<file path="config.mk">
export PLATFORM = sky130hd
export DESIGN_NAME = mc_ctrl_fsm
export DESIGN_NICKNAME = d
export VERILOG_FILES = /design/src/rtl/mc_ctrl_fsm.sv
export SDC_FILE = /design/constraint.sdc
export NUM_CORES = 1
export LEC_CHECK = 0
export ABC_AREA = 1
export CAP_MARGIN = 10
export CORE_ASPECT_RATIO = 0.9
export CORE_MARGIN = 4
export CORE_UTILIZATION = 50
export CTS_CLUSTER_SIZE = 14
export DETAILED_ROUTE_END_ITERATION = 10
export GPL_TIMING_DRIVEN = 0
export HOLD_SLACK_MARGIN = 0.06
export PLACE_DENSITY = 0.91
export SLEW_MARGIN = 40
export SYNTH_ARGS = -nofsm -noshare
export SYNTH_HDL_FRONTEND = slang
export SYNTH_SLANG_ARGS = --single-unit
</file>
<file path="constraint.sdc">
create_clock -name clk -period 2.8 [get_ports clk]
set_clock_uncertainty 0.2 [all_clocks]
set_input_delay 0.28 -clock clk [delete_from_list [all_inputs] [get_ports clk]]
set_output_delay 0.28 -clock clk [all_outputs]
set_load 0.01 [all_outputs]
</file>
<file path="src/rtl/mc_ctrl_fsm.sv">
// mc_ctrl_fsm: multi-cycle FETCH/DECODE/EXEC/MEM/WB control sequencer for
// the MIPS-subset datapath, with illegal-instruction and memory-timeout traps.
// Optional build macro: CTRL_PERF_CNT_EN enables the cycle_cnt/instr_cnt
// performance counters; without it both ports are tied to zero.
module mc_ctrl_fsm #(
   parameter int unsigned TIMEOUT = 16,
   parameter int unsigned CNT_W   = 32
) (
   input  logic             clk,
   input  logic             rstn,
   input  logic             run,
   input  logic [5:0]       opcode,
   input  logic [5:0]       funct,
   input  logic             zero,
   input  logic             imem_ready,
   input  logic             dmem_ready,
   output logic             imem_req,
   output logic             dmem_req,
   output logic             we_dmem,
   output logic             ir_we,
   output logic             pc_we,
   output logic [1:0]       pc_sel,
   output logic [3:0]       alu_op,
   output logic             alu_src,
   output logic             we_regfile,
   output logic             sel_dmem,
   output logic             rdst_sel,
   output logic             retire,
   output logic             trap,
   output logic [1:0]       trap_cause,
   output logic [CNT_W-1:0] cycle_cnt,
   output logic [CNT_W-1:0] instr_cnt
);

   localparam logic [5:0] OP_R    = 6'h00;
   localparam logic [5:0] OP_J    = 6'h02;
   localparam logic [5:0] OP_BEQ  = 6'h04;
   localparam logic [5:0] OP_ADDI = 6'h08;
   localparam logic [5:0] OP_SLTI = 6'h0A;
   localparam logic [5:0] OP_LW   = 6'h23;
   localparam logic [5:0] OP_SW   = 6'h2B;

   localparam logic [5:0] FN_ADD = 6'h20;
   localparam logic [5:0] FN_SUB = 6'h22;
   localparam logic [5:0] FN_AND = 6'h24;
   localparam logic [5:0] FN_OR  = 6'h25;
   localparam logic [5:0] FN_NOR = 6'h27;
   localparam logic [5:0] FN_SLT = 6'h2A;

   localparam logic [3:0] ALU_AND = 4'b0000;
   localparam logic [3:0] ALU_OR  = 4'b0001;
   localparam logic [3:0] ALU_ADD = 4'b0010;
   localparam logic [3:0] ALU_SUB = 4'b0110;
   localparam logic [3:0] ALU_NOR = 4'b1100;
   localparam logic [3:0] ALU_SLT = 4'b0111;

   localparam logic [1:0] CAUSE_ILLEGAL = 2'd1;
   localparam logic [1:0] CAUSE_TIMEOUT = 2'd2;

   // Last wait-count value before the trap fires; unused when TIMEOUT is 0.
   localparam logic [31:0] WAIT_LAST = 32'(TIMEOUT) - 32'd1;

   typedef enum logic [2:0] {
      S_IDLE,
      S_FETCH,
      S_DECODE,
      S_EXEC,
      S_MEM,
      S_WB,
      S_TRAP
   } state_t;

   state_t      state;
   logic [5:0]  op_q;
   logic [5:0]  fn_q;
   logic [31:0] wait_cnt;
   logic        wait_expired;

   // Opcodes (other than j) that proceed to EXEC.
   function automatic logic is_legal(input logic [5:0] op, input logic [5:0] fn);
      logic ok;
      ok = 1'b0;
      case (op)
         OP_R:                                 ok = fn inside {FN_ADD, FN_SUB, FN_AND, FN_OR, FN_NOR, FN_SLT};
         OP_ADDI, OP_SLTI, OP_LW, OP_SW, OP_BEQ: ok = 1'b1;
         default:                              ok = 1'b0;
      endcase
      return ok;
   endfunction

   // Returns {alu_src, alu_op} for a latched instruction.
   function automatic logic [4:0] alu_dec(input logic [5:0] op, input logic [5:0] fn);
      logic [4:0] r;
      r = '0;
      case (op)
         OP_R: begin
            case (fn)
               FN_ADD:  r = {1'b0, ALU_ADD};
               FN_SUB:  r = {1'b0, ALU_SUB};
               FN_AND:  r = {1'b0, ALU_AND};
               FN_OR:   r = {1'b0, ALU_OR};
               FN_NOR:  r = {1'b0, ALU_NOR};
               FN_SLT:  r = {1'b0, ALU_SLT};
               default: r = '0;
            endcase
         end
         OP_ADDI, OP_LW, OP_SW: r = {1'b1, ALU_ADD};
         OP_SLTI:               r = {1'b1, ALU_SLT};
         OP_BEQ:                r = {1'b0, ALU_SUB};
         default:               r = '0;
      endcase
      return r;
   endfunction

   assign wait_expired = (TIMEOUT != 0) && (wait_cnt == WAIT_LAST);

   // Strobes decoded from the current state, latched instruction and readys.
   // DECODE uses the live opcode because the latch only settles at its end.
   always_comb begin
      imem_req   = 1'b0;
      dmem_req   = 1'b0;
      we_dmem    = 1'b0;
      ir_we      = 1'b0;
      pc_we      = 1'b0;
      pc_sel     = 2'd0;
      alu_op     = '0;
      alu_src    = 1'b0;
      we_regfile = 1'b0;
      sel_dmem   = 1'b0;
      rdst_sel   = 1'b0;
      retire     = 1'b0;
      case (state)
         S_FETCH: begin
            imem_req = 1'b1;
            if (imem_ready) begin
               ir_we = 1'b1;
               pc_we = 1'b1;
            end
         end
         S_DECODE: begin
            if (opcode == OP_J) begin
               pc_we  = 1'b1;
               pc_sel = 2'd2;
               retire = 1'b1;
            end
         end
         S_EXEC: begin
            {alu_src, alu_op} = alu_dec(op_q, fn_q);
            if (op_q == OP_BEQ) begin
               retire = 1'b1;
               if (zero) begin
                  pc_we  = 1'b1;
                  pc_sel = 2'd1;
               end
            end
         end
         S_MEM: begin
            {alu_src, alu_op} = alu_dec(op_q, fn_q);
            dmem_req = 1'b1;
            we_dmem  = (op_q == OP_SW);
            retire   = dmem_ready && (op_q == OP_SW);
         end
         S_WB: begin
            {alu_src, alu_op} = alu_dec(op_q, fn_q);
            we_regfile = 1'b1;
            rdst_sel   = (op_q == OP_R);
            sel_dmem   = (op_q == OP_LW);
            retire     = 1'b1;
         end
         default: ;
      endcase
   end

   // Sequencer state, instruction latch, memory wait counter and trap status.
   // wait_cnt is zero on every entry to FETCH/MEM because each exit path clears it.
   always_ff @(posedge clk or negedge rstn) begin
      if (!rstn) begin
         state      <= S_IDLE;
         op_q       <= '0;
         fn_q       <= '0;
         wait_cnt   <= '0;
         trap       <= 1'b0;
         trap_cause <= '0;
      end else begin
         case (state)
            S_IDLE: begin
               if (run) state <= S_FETCH;
            end
            S_FETCH: begin
               if (imem_ready) begin
                  state    <= S_DECODE;
                  wait_cnt <= '0;
               end else if (wait_expired) begin
                  state      <= S_TRAP;
                  trap       <= 1'b1;
                  trap_cause <= CAUSE_TIMEOUT;
               end else begin
                  wait_cnt <= wait_cnt + 32'd1;
               end
            end
            S_DECODE: begin
               op_q <= opcode;
               fn_q <= funct;
               if (opcode == OP_J) begin
                  state <= run ? S_FETCH : S_IDLE;
               end else if (is_legal(opcode, funct)) begin
                  state <= S_EXEC;
               end else begin
                  state      <= S_TRAP;
                  trap       <= 1'b1;
                  trap_cause <= CAUSE_ILLEGAL;
               end
            end
            S_EXEC: begin
               if (op_q == OP_BEQ)                        state <= run ? S_FETCH : S_IDLE;
               else if ((op_q == OP_LW) || (op_q == OP_SW)) state <= S_MEM;
               else                                       state <= S_WB;
            end
            S_MEM: begin
               if (dmem_ready) begin
                  wait_cnt <= '0;
                  if (op_q == OP_SW) state <= run ? S_FETCH : S_IDLE;
                  else               state <= S_WB;
               end else if (wait_expired) begin
                  state      <= S_TRAP;
                  trap       <= 1'b1;
                  trap_cause <= CAUSE_TIMEOUT;
               end else begin
                  wait_cnt <= wait_cnt + 32'd1;
               end
            end
            S_WB: begin
               state <= run ? S_FETCH : S_IDLE;
            end
            S_TRAP: ;
            default: state <= S_IDLE;
         endcase
      end
   end

`ifdef CTRL_PERF_CNT_EN
   // Saturating busy-cycle and retired-instruction counters.
   always_ff @(posedge clk or negedge rstn) begin
      if (!rstn) begin
         cycle_cnt <= '0;
         instr_cnt <= '0;
      end else begin
         if ((state != S_IDLE) && (state != S_TRAP) && (cycle_cnt != '1))
            cycle_cnt <= cycle_cnt + CNT_W'(1);
         if (retire && (instr_cnt != '1))
            instr_cnt <= instr_cnt + CNT_W'(1);
      end
   end
`else
   // Counters absent: ports held at zero.
   always_comb begin
      cycle_cnt = '0;
      instr_cnt = '0;
   end
`endif

endmodule

</file>
# ---- After elaboration in Yosys (flattened, before gate mapping)
# Index checks and enable logic that the tools add are counted.
dict set report totals {
  register_bits 50
  elab_cells 107
}
dict set report classes {
  eq_ne 34
  mux 52
  n_addsub 1
  n_reduce_logical 13
  bitwise 1
}
# cell count
set ops {}
lappend ops {{32-bit two-way mux} 3}
lappend ops {{6-bit == test (second input constant)} 15}
lappend ops {{32-bit one-hot mux with 2 select lines} 1}
lappend ops {{32-bit by 1-bit adder with 32-bit output (second input constant)} 1}
lappend ops {{32-bit by 4-bit == test with 1-bit output (second input constant)} 1}
lappend ops {{6-bit by 4-bit == test with 1-bit output (second input constant)} 4}
lappend ops {{1-bit two-way mux} 24}
lappend ops {{3-bit two-way mux} 8}
lappend ops {{3-bit one-hot mux with 7 select lines} 1}
lappend ops {{4-bit one-hot mux with 5 select lines} 1}
lappend ops {{5-bit one-hot mux with 4 select lines} 1}
lappend ops {{6-bit by 3-bit == test with 1-bit output (second input constant)} 2}
lappend ops {{6-bit logical NOT} 2}
lappend ops {{2-bit two-way mux} 6}
lappend ops {{2-bit != test (second input constant)} 5}
lappend ops {{3-bit == test (second input constant)} 3}
lappend ops {{3-bit by 2-bit == test with 1-bit output (second input constant)} 2}
lappend ops {{6-bit by 2-bit == test with 1-bit output (second input constant)} 1}
lappend ops {{1-bit one-hot mux with 3 select lines} 2}
lappend ops {{2-bit one-hot mux with 3 select lines} 1}
lappend ops {{6-bit nonzero test} 1}
lappend ops {{3-bit OR reduction} 2}
lappend ops {{5-bit AND reduction} 1}
lappend ops {{5-bit OR reduction} 1}
lappend ops {{other kinds (12)} 12}

# ---- Depth between registers and ports, before layout
# Gate-level depths: netlist of run 1.
dict set report depth {
  ltp_word 8
  mapped_depth 11
  depth_no_buf 11
}

# ---- Worst setup path before layout of run 1
# OpenSTA, ideal clock, no wires.
dict set report synth_timing {
  path_type {reg2out}
  from {reg state[1]}
  to {out alu_op[0]}
  path_buffers 1
  arrival_time_ps 1327
  required_ps 2320
  path_slack_ps 993
  path_stages_with_launch 9
  path_cell_list {dfrtp_1 > nor2_1 > nand2_2 > buf_6 > inv_2 > nor3_1 > inv_1 > nand2_1 > o22ai_1}
}
dict set report synth_via {
  elab_chain_cells 3
}
# element line_no
set synth_rtl {}
lappend synth_rtl {{from (decl)} 73} ;# state_t state;
lappend synth_rtl {{from (signal assigned)} 205} ;# state <= run ? S_FETCH : S_IDLE;
lappend synth_rtl {{from (signal assigned)} 215} ;# if (op_q == OP_BEQ) state <= run ? S_FETCH : S_IDLE;
lappend synth_rtl {{from (signal assigned)} 222} ;# if (op_q == OP_SW) state <= run ? S_FETCH : S_IDLE;
lappend synth_rtl {{3-bit == test / 3-bit by 2-bit == test with 1-bit output (equally long branches)} 132} ;# case (state)
lappend synth_rtl {{3-bit OR reduction (no line) *} --}
lappend synth_rtl {{4-bit two-way mux *} --}
lappend synth_rtl {{to (decl)} 23} ;# output logic [3:0] alu_op,
# Mark *: on every way between the ends. The rest lies on a longest branch, timed or not.

# ---- Worst setup path in the final report of run 1
dict set report layout_timing {
  from {reg state[2]}
  to {out alu_op[0]}
}
# The elaborated chain is that of the path after synthesis.

==> implementation parameters, run 1 <==
Parameter                              Value

STA
  Portion of the clock cycle consumed by the worst path in the final layout    0.975
  Final period demand of the worst path    2730 ps
  FMAX    0.366 GHz
  Max Slew Vio Count    0
  Setup ws final    71.1 ps
  Setup violation total in the final timing report    0
  Number of endpoints with negative hold slack in the final report    0

Yosys
  Distinct cells, synth    35
  Synthesis-stage register bit count    50
  Number of synthesis warnings    0
  Post-synthesis instance area    4100 sq um
  Number of synthesized flops with an enable pin    0
  Asr flop ratio synth    1.00
  Post-Syn Instances    643
  Main synth FF type    sky130_fd_sc_hd__dfrtp_1
  Seq/Total Area, Yosys    0.305
  Per-instance average area after synthesis    6.37 sq um

Critical path
  Worst endpoint required time    2320 ps
  Critical path class    reg -> out
  Highest net fanout along the worst path    5
  Kind of launch point of the worst setup path    flop
  Critical path capture point type    output port
  Worst reg2reg path startpoint    wait_cnt[0]
  CP Launch Point    state[2]
  Arrival time worst endpoint    2250 ps

Clocking
  Maximum buffer depth of the clock tree    2
  Root buf cell    sky130_fd_sc_hd__clkbuf_8
  Clock-pin slew of the registers on the worst-case setup and hold paths    110 ps
  CTS tree    done
  Number of buffers inserted during clock tree synthesis    5
  Clock sink count    50
  H-tree lvl count    2
  Latest clock arrival within the worst-skew pair    320 ps

Cells and area
  Number of standard cells in the final layout excluding fillers    852
  Most frequent standard cell in the layout excluding fill and tap cells    sky130_fd_sc_hd__nand2_1
  Antenna diode instance count    0
  Area Overhead vs Synth    21.4%
  Top library cells by usage in the layout, fill and taps aside    178 x sky130_fd_sc_hd__nand2_1, 106 x sky130_fd_sc_hd__nor2_1, 69 x sky130_fd_sc_hd__inv_1
  Final nets    771
  Share of final-layout standard cells stronger than drive strength 1    0.139

Power and ir drop
  Internal power consumption    1.02 mW
  Clk network pwr share    0.344
  Leakage power total    2.58 nW
  Overall power after layout    1.38 mW
  P_sw    0.364 mW
  Switch share    0.264
  Peak supply drop    171 uV
  Pwr per Cell Area    278 nW/um^2
  Fraction of power consumed by combinational cells    0.133
  Sequential group share of total power    0.522

Floorplan
  Horizontal extent of the die    103 microns
  Site Rows    31
  Overall die area    9710 sq um
  Initial Utilization    0.510
  Vert. Die Dim    93.9 microns
  IO Pins    101
  Core area    8030 sq um

Outcome
  Run status    complete, no violations

Global routing
  Remaining global-route overflow    0
  Largest net degree at the start of global routing    33
  Antenna violations before repair    0
  Number of global-route vias before repair    3739
  Global-route usage over all layers    0.217
  Global-route wire length before repair    17.1 mm

Flow run
  Number of violations of the max-capacitance limit    0

Route
  Post-route antenna net violation count    0
  Vias per std cell    5.00
  DRC viols    0
  DR iter-0 viols    345
  Via count    4256
  Total wire length after detailed routing    10.5 mm
  1st-pass router iterations    7
  Average wire per standard cell    12.3 microns

Place
  Post-placement worst setup slack    273 ps
  Count of input and output buffers    36
  Placer's final routability congestion estimate    0.922
  Total half-perimeter wirelength after legalization and detailed placement    8.25 mm
  Post-Place Cells    842

Worst hold path
  Path category of the worst min-delay check    in -> async
==> cell families after synthesis <==
kind of cell               after synthesis  synth area share
AOI/OAI and AO/OA                       50            0.0641
xor gates and xnor gates                 7            0.0150
adders and majority gates                1           0.00305
buffers and inverters                  150             0.204
and+or+nand+nor                        384             0.408
DFF                                     50             0.305
other                                    1          0.000915
==> critical path, cell delays in order (launching register included) <==
cell	delay, ps
sky130_fd_sc_hd__dfrtp_1	490
sky130_fd_sc_hd__inv_1	110
sky130_fd_sc_hd__nand2_1	170
sky130_fd_sc_hd__nor2_2	90
sky130_fd_sc_hd__nor3_2	310
sky130_fd_sc_hd__inv_1	100
sky130_fd_sc_hd__nand2_1	100
sky130_fd_sc_hd__o22ai_1	80
sky130_fd_sc_hd__clkdlybuf4s50_1	490
==> cell type report <==
type | count | area (sq um)
clock inverters | 2 | 16.3
inverters | 74 | 280
fillers | 729 | 3050
plain buffers | 76 | 554
multi-input cells | 506 | 2270
flip-flops and latches | 50 | 1250
well taps | 99 | 124
repair buffers | 39 | 395
clock buffers | 6 | 82.6
==> Yosys cell counts, types with 5 or more instances <==
| library cell | instances | area, sq um |
|---|---|---|
| sky130_fd_sc_hd__a21oi_1 | 10 | 50.1 |
| sky130_fd_sc_hd__buf_2 | 5 | 25.0 |
| sky130_fd_sc_hd__buf_4 | 64 | 480 |
| sky130_fd_sc_hd__dfrtp_1 | 50 | 1250 |
| sky130_fd_sc_hd__inv_1 | 69 | 259 |
| sky130_fd_sc_hd__nand2_1 | 178 | 668 |
| sky130_fd_sc_hd__nand3_1 | 50 | 250 |
| sky130_fd_sc_hd__nand4_1 | 25 | 156 |
| sky130_fd_sc_hd__nor2_1 | 108 | 405 |
| sky130_fd_sc_hd__nor3_1 | 8 | 40.0 |
| sky130_fd_sc_hd__o21ai_0 | 30 | 150 |
| sky130_fd_sc_hd__xor2_1 | 7 | 61.3 |
==> per-layer routing <==
| metal | GRT usage | wire, microns | vias to the layer above |
|---|---|---|---|
| met5 | 0 | 0 | - |
| met4 | 0.0647 | 270 | 0 |
| met3 | 0.0327 | 936 | 27 |
| met2 | 0.343 | 4780 | 223 |
| met1 | 0.306 | 4490 | 1878 |
| li1 | - | - | 2128 |
==> through the flow <==
step | hold slack (ps) | area, sq um | setup TNS, ps | utilization
finish | 173 | 4970 | 0 | 0.620
floorplan | -216 | 4330 | 0 | -
global placement | 257 | 4820 | -10490 | 0.600
CTS | 184 | 4950 | 0 | 0.616
global route | 215 | 4970 | -21.8 | 0.620
detailed placement | -22.5 | 4840 | 0 | 0.602
==> path summary, 6_finish.rpt <==
check / to / slack (ps) / cells after the start
worst max-delay path: alu_op[0] / 70 / 8
worst min-delay path: wait_cnt[13] / 170 / 2
worst max register to register: wait_cnt[3] / 740 / 10
worst min register to register: trap / 280 / 1
max in group asynchronous: state[1] / 1770 / 3
min in group clk: trap / 280 / 1
==> registers in the layout (all words and copies together), names as in the netlist <==
register / count
fn_q: 6
op_q: 6
state: 3
trap: 1
trap_cause: 2
wait_cnt: 32
==> power groups by stage <==
stage	registers [mW]	clock network [mW]	logic, mW
after floorplan	0.736	0	0.126
after global placement	0.736	0	0.173
after detailed placement	0.736	0	0.178
after CTS	0.721	0.471	0.179
after global routing	0.722	0.497	0.204
final	0.722	0.476	0.184
==> what timing repair did <==
| item | CTS | global route |
|---|---|---|
| endpoints found under the setup margin | 2 | 5 |
| resized for setup | 1 | 6 |
| endpoints found under the hold margin | 50 | 0 |
| hold buffers | 1 | 0 |
| buffers inserted | 0 | 1 |
| pin swaps | 0 | 1 |
(Power assumes the default switching activity.)
==> run 2, diff against run 1 <==
- SETUP_SLACK_MARGIN: default -> 0.3
==> implementation parameters, run 2 (synthesis results as in run 1) <==
Parameter                              Value

Power and ir drop
  Peak supply drop    172 uV (was 171 uV)
  Switch share    0.262 (was 0.264)
  Clk network pwr share    0.342 (was 0.344)
  Sequential group share of total power    0.524 (was 0.522)
  Overall power after layout    1.38 mW (about the same)
  Internal power consumption    1.02 mW (about the same)
  Pwr per Cell Area    272 nW/um^2 (was 278 nW/um^2)
  Fraction of power consumed by combinational cells    0.134 (was 0.133)
  P_sw    0.361 mW (was 0.364 mW)
  Leakage power total    2.71 nW (was 2.58 nW)

Critical path
  Kind of launch point of the worst setup path    flop (unchanged)
  Delay of the slowest cell on the worst path    530 ps (was 490 ps)
  CP dominant cell by count    sky130_fd_sc_hd__inv_1
  Register-to-register path setup slack    670 ps (was 740 ps)
  Critical path class    reg -> out (unchanged)
  Critical path capture point type    output port (unchanged)
  Cells traversed along the worst timing path    nor2_4 -> nand2_2 -> buf_6 -> inv_2 -> nor3_4 -> inv_1 -> nand2_1 -> inv_1 -> clkdlybuf4s50_1 (was inv_1 -> nand2_1 -> nor2_2 -> nor3_2 -> inv_1 -> nand2_1 -> o22ai_1 -> clkdlybuf4s50_1)
  CP top delay family    buffers and inverters (unchanged)
  Logic depth of the worst register-to-register path    9 (was 10)
  Worst reg2reg endpoint    wait_cnt[8] (was wait_cnt[3])
  Arrival time worst endpoint    2050 ps (was 2250 ps)
  Worst reg2reg path startpoint    state[1] (was wait_cnt[0])
  Worst endpoint required time    2320 ps (about the same)
  Cell at the slowest stage of the critical path    sky130_fd_sc_hd__clkdlybuf4s50_1 (was sky130_fd_sc_hd__dfrtp_1)
  Crit path buf inv count    5 (was 3)
  Highest net fanout along the worst path    10 (was 5)

Cells and area
  Share of final-layout standard cells stronger than drive strength 1    0.155 (was 0.139)
  Antenna diode instance count    0 (unchanged)
  Area Overhead vs Synth    23.7% (was 21.4%)
  Register with the highest flop count    wait_cnt (unchanged)
  Most frequent standard cell in the layout excluding fill and tap cells    sky130_fd_sc_hd__nand2_1 (unchanged)
  Final nets    779 (was 771)
  Largest regs    wait_cnt x32, fn_q x6, op_q x6 (unchanged)
  Number of flip-flops under the largest register name    32 (unchanged)
  Top library cells by usage in the layout, fill and taps aside    176 x sky130_fd_sc_hd__nand2_1, 104 x sky130_fd_sc_hd__nor2_1, 75 x sky130_fd_sc_hd__buf_4 (was 178 x sky130_fd_sc_hd__nand2_1, 106 x sky130_fd_sc_hd__nor2_1, 69 x sky130_fd_sc_hd__inv_1)

Clocking
  Number of buffers inserted during clock tree synthesis    5 (unchanged)
  Clock sink count    50 (unchanged)
  Root buf cell    sky130_fd_sc_hd__clkbuf_8 (unchanged)
  CTS tree    done (unchanged)
  Clock-pin slew of the registers on the worst-case setup and hold paths    100 ps (was 110 ps)
  Maximum buffer depth of the clock tree    2 (unchanged)
  Latest clock arrival within the worst-skew pair    310 ps (was 320 ps)
  H-tree lvl count    2 (unchanged)

Global routing
  Remaining global-route overflow    0 (unchanged)
  Number of global-route vias before repair    3809 (was 3739)
  Largest net degree at the start of global routing    33 (unchanged)
  Antenna violations before repair    0 (unchanged)
  Global-route wire length before repair    17.4 mm (was 17.1 mm)
  Global-route usage over all layers    0.222 (was 0.217)

Place
  Total half-perimeter wirelength after legalization and detailed placement    8.25 mm (unchanged)
  Count of input and output buffers    36 (unchanged)
  Placer's final routability congestion estimate    0.922 (unchanged)

STA
  Hold Worst Slack    179 ps (was 173 ps)
  Setup violation total in the final timing report    0 (unchanged)
  Number of endpoints with negative hold slack in the final report    0 (unchanged)
  Final period demand of the worst path    2530 ps (was 2730 ps)
  Setup repair after global routing missed its margin    yes
  Max Slew Vio Count    0 (unchanged)
  Portion of the clock cycle consumed by the worst path in the final layout    0.905 (was 0.975)
  FMAX    0.395 GHz (was 0.366 GHz)

Worst hold path
  Path category of the worst min-delay check    in -> async (unchanged)

Route
  DRC viols    0 (unchanged)
  1st-pass router iterations    10 (was 7)
  Post-route antenna net violation count    0 (unchanged)
  Average wire per standard cell    12.5 microns (was 12.3 microns)
  DR iter-0 viols    324 (was 345)
  Total wire length after detailed routing    10.8 mm (was 10.5 mm)
  Via count    4336 (was 4256)
  Vias per std cell    5.04 (was 5.00)

Floorplan
  IO Pins    101 (unchanged)
  Core area    8030 sq um (unchanged)
  Overall die area    9710 sq um (unchanged)
  Vert. Die Dim    93.9 microns (unchanged)
  Initial Utilization    0.510 (unchanged)
  Site Rows    31 (unchanged)
  Horizontal extent of the die    103 microns (unchanged)

Outcome
  Run status    complete, no violations (unchanged)

Flow run
  Number of violations of the max-capacitance limit    0 (unchanged)
[run 2: worst max-delay path by stage]
stage / start / to / cells past startpoint
3_5_place_dp: opcode[2] / retire / 8
5_1_grt: state[1] / alu_src / 9
4_1_cts: state[0] / alu_src / 9
2_1_floorplan: state[1] / alu_op[0] / 8
3_3_place_gp: rstn / fn_q[4] / 1
6_report: state[1] / alu_src / 9
[run 2: cell type report]
type,instances,area [sq um]
plain buffers,76,557
clock buffers,6,82.6
clock inverters,2,16.3
fillers,705,2960
inverters,74,280
multi-input cells,506,2300
flip-flops and latches,50,1250
well taps,99,124
repair buffers,47,455
[run 2: metal layers]
layer | up-vias | part of all wire | global-route usage
met5 | - | 0 | 0
met4 | 0 | 0.032 | 0.0712
met3 | 36 | 0.093 | 0.0334
met2 | 241 | 0.46 | 0.356
met1 | 1925 | 0.41 | 0.306
li1 | 2134 | - | -
[run 2: through the flow]
step | TNS (ps) | utilization | instance area [sq um] | setup WS, ps | instances
2_1_floorplan | 0 | - | 4330 | 993 | 706
3_3_place_gp | -10490 | 0.600 | 4820 | -215 | 841
3_5_place_dp | 0 | 0.602 | 4840 | 273 | 842
4_1_cts | 0 | 0.624 | 5010 | 274 | 856
5_1_grt | 0 | 0.631 | 5070 | 180 | 860
6_report | 0 | 0.631 | 5070 | 266 | 860
[run 2: repair_timing]
| item | 4_1_cts | 5_1_grt |
|---|---|---|
| hold buffers | 1 | 0 |
| pin swaps | 3 | 2 |
| resized for setup | 18 | 8 |
| endpoints found under the hold margin | 50 | 0 |
| setup endpoints to repair | 11 | 8 |
| setup buffers | 5 | 4 |
[run 2: power by group through the flow]
stage / sequential, mW / clock (mW) / combinational [mW]
5_1_grt: 0.722 / 0.498 / 0.205
3_5_place_dp: 0.736 / 0 / 0.178
2_1_floorplan: 0.736 / 0 / 0.126
6_report: 0.721 / 0.471 / 0.185
3_3_place_gp: 0.736 / 0 / 0.173
4_1_cts: 0.721 / 0.471 / 0.179
==> run 3, diff against run 2 <==
- CELL_PAD_IN_SITES_DETAIL_PLACEMENT: default -> 1
- CELL_PAD_IN_SITES_GLOBAL_PLACEMENT: default -> 2
- CORE_UTILIZATION: 50 -> 28
- PLACE_DENSITY: 0.91 -> 0.95
==> implementation parameters, run 3 (synthesis results as in run 1) <==
Parameter                              Value

Critical path
  CP Capture Point    alu_src (unchanged)
  Arrival time worst endpoint    2060 ps (was 2050 ps)
  Register-to-register path setup slack    690 ps (was 670 ps)
  Critical path capture point type    output port (unchanged)
  Highest net fanout along the worst path    10 (unchanged)
  Logic depth of the worst register-to-register path    10 (was 9)
  CP Launch Point    state[0] (was state[1])
  Kind of launch point of the worst setup path    flop (unchanged)
  Critical path class    reg -> out (unchanged)
  Worst reg2reg endpoint    wait_cnt[7] (was wait_cnt[8])
  Worst reg2reg path startpoint    wait_cnt[0] (was state[1])
  Worst endpoint required time    2320 ps (about the same)

Place
  Count of input and output buffers    36 (unchanged)
  Post-placement worst setup slack    249 ps (was 273 ps)
  Placer's final routability congestion estimate    0.815 (was 0.922)
  Post-Place Cells    936 (was 842)
  Total half-perimeter wirelength after legalization and detailed placement    9.94 mm (was 8.25 mm)

Cells and area
  Final nets    775 (was 779)
  Number of standard cells in the final layout excluding fillers    950 (was 860)
  Fillers    1899 (was 705)
  Register with the highest flop count    wait_cnt (unchanged)
  Most frequent standard cell in the layout excluding fill and tap cells    sky130_fd_sc_hd__nand2_1 (unchanged)
  Share of final-layout standard cells stronger than drive strength 1    0.156 (was 0.155)
  Area Overhead vs Synth    28.0% (was 23.7%)
  Antenna diode instance count    0 (unchanged)
  Largest regs    wait_cnt x32, fn_q x6, op_q x6 (unchanged)
  Number of flip-flops under the largest register name    32 (unchanged)
  Top library cells by usage in the layout, fill and taps aside    176 x sky130_fd_sc_hd__nand2_1, 104 x sky130_fd_sc_hd__nor2_1, 71 x sky130_fd_sc_hd__buf_4 (was 176 x sky130_fd_sc_hd__nand2_1, 104 x sky130_fd_sc_hd__nor2_1, 75 x sky130_fd_sc_hd__buf_4)
  Final core area utilization    0.370 (was 0.631)

STA
  Worst Max-Slew Pin Slew    535 ps
  Setup repair after global routing missed its margin    yes (unchanged)
  Setup violation total in the final timing report    0 (unchanged)
  FMAX    0.394 GHz (was 0.395 GHz)
  Number of endpoints with negative hold slack in the final report    0 (unchanged)
  Setup ws final    260 ps (was 266 ps)
  Max Slew Vio Count    0 (unchanged)
  Final period demand of the worst path    2540 ps (was 2530 ps)
  Portion of the clock cycle consumed by the worst path in the final layout    0.907 (was 0.905)
  Max transition margin    0.643
  Total Negative Setup Slacks    0 ps (unchanged)

Global routing
  Global-route usage over all layers    0.154 (was 0.222)
  Remaining global-route overflow    0 (unchanged)
  Global-route wire length before repair    20.6 mm (was 17.4 mm)
  Number of global-route vias before repair    4017 (was 3809)
  Antenna violations before repair    0 (unchanged)
  Largest net degree at the start of global routing    34 (was 33)

Floorplan
  Core area    14200 sq um (was 8030 sq um)
  IO Pins    101 (unchanged)
  Initial Utilization    0.289 (was 0.510)
  Site Rows    41 (was 31)
  Horizontal extent of the die    136 microns (was 103 microns)
  Vert. Die Dim    123 microns (was 93.9 microns)
  Overall die area    16600 sq um (was 9710 sq um)

Clocking
  Clock-pin slew of the registers on the worst-case setup and hold paths    70 ps (was 100 ps)
  CTS tree    done (unchanged)
  Latest clock arrival within the worst-skew pair    300 ps (was 310 ps)
  Number of buffers inserted during clock tree synthesis    5 (unchanged)
  H-tree lvl count    2 (unchanged)
  Clock sink count    50 (unchanged)
  Root buf cell    sky130_fd_sc_hd__clkbuf_16 (was sky130_fd_sc_hd__clkbuf_8)
  Maximum buffer depth of the clock tree    2 (unchanged)

Route
  DRC viols    0 (unchanged)
  Total wire length after detailed routing    12.4 mm (was 10.8 mm)
  Via count    4123 (was 4336)
  Average wire per standard cell    13.1 microns (was 12.5 microns)
  Post-route antenna net violation count    0 (unchanged)
  Vias per std cell    4.34 (was 5.04)
  1st-pass router iterations    4 (was 10)
  DR iter-0 viols    206 (was 324)

Power and ir drop
  Pwr per Cell Area    311 nW/um^2 (was 272 nW/um^2)
  Leakage power total    2.74 nW (was 2.71 nW)
  Peak supply drop    225 uV (was 172 uV)

Outcome
  Run status    complete, no violations (unchanged)

Flow run
  Number of violations of the max-capacitance limit    0 (unchanged)

Worst hold path
  Path category of the worst min-delay check    in -> async (unchanged)
-- run 3: changes by cell type in the layout (fill, tap and decap cells not counted), moves of 2 or more --
cell,previous run,this run
sky130_fd_sc_hd__clkbuf_16,0,5
sky130_fd_sc_hd__nand3_2,2,5
sky130_fd_sc_hd__nor2_4,4,2
sky130_fd_sc_hd__nor2_2,1,3
sky130_fd_sc_hd__nand3_1,50,47
sky130_fd_sc_hd__clkbuf_8,6,0
sky130_fd_sc_hd__dlygate4sd2_1,6,3
sky130_fd_sc_hd__buf_4,75,71
-- run 3: how the worst min path moves through the flow --
stage | slack [ps] | endpoint | start | cells after the start
3_3_place_gp | 260 | trap | trap | 1
5_1_grt | 260 | wait_cnt[22] | rstn | 2
2_1_floorplan | -220 | fn_q[0] | rstn | 0
3_5_place_dp | -8 | wait_cnt[2] | rstn | 1
4_1_cts | 230 | wait_cnt[29] | rstn | 2
6_report | 210 | wait_cnt[2] | rstn | 2
-- run 3: where the power goes --
group          switching, mW  internal (mW)
registers                  0          0.721
logic                 0.0960         0.0912
clock network          0.301          0.424
total                  0.397           1.24
-- run 3: critical path, stage by stage (launching register included) --
cell	delay [ps]
sky130_fd_sc_hd__dfrtp_2	470
sky130_fd_sc_hd__nor2_2	160
sky130_fd_sc_hd__nand2_2	100
sky130_fd_sc_hd__buf_6	150
sky130_fd_sc_hd__inv_2	120
sky130_fd_sc_hd__nor3_4	60
sky130_fd_sc_hd__inv_1	80
sky130_fd_sc_hd__nand2_1	50
sky130_fd_sc_hd__inv_1	40
sky130_fd_sc_hd__clkdlybuf4s50_1	530
-- run 3: metrics by stage --
step,hold WS (ps),power [mW],cell area [sq um]
2_1_floorplan,-216,0.862,4330
3_3_place_gp,257,0.914,4940
5_1_grt,262,1.70,5250
3_5_place_dp,-8.30,0.918,4950
6_report,213,1.63,5250
4_1_cts,225,1.65,5190
-- run 3: timing repair --
item                                   4_1_cts  5_1_grt
buffers inserted                             2        3
resized for setup                           17       12
hold buffers                                 1        0
endpoints found under the hold margin       50        0
pin swaps                                    3        2
setup endpoints to repair                   12        9
-- run 3: routing by layer --
layer	vias to the layer above	routed length [microns]	track usage
met4	0	131	0.0315
met3	9	468	0.0266
li1	2134	-	-
met2	68	5420	0.235
met1	1912	6430	0.230
met5	-	0	0
-- run 3: area by class of cell --
cell class,count,area [sq um],area share
inverters,74,280,0.0534
clock inverters,3,43.8,0.00835
multi-input cells,506,2310,0.441
plain buffers,76,557,0.106
flip-flops and latches,50,1250,0.239
repair buffers,43,432,0.0823
clock buffers,5,125,0.0239
well taps,193,241,0.0460
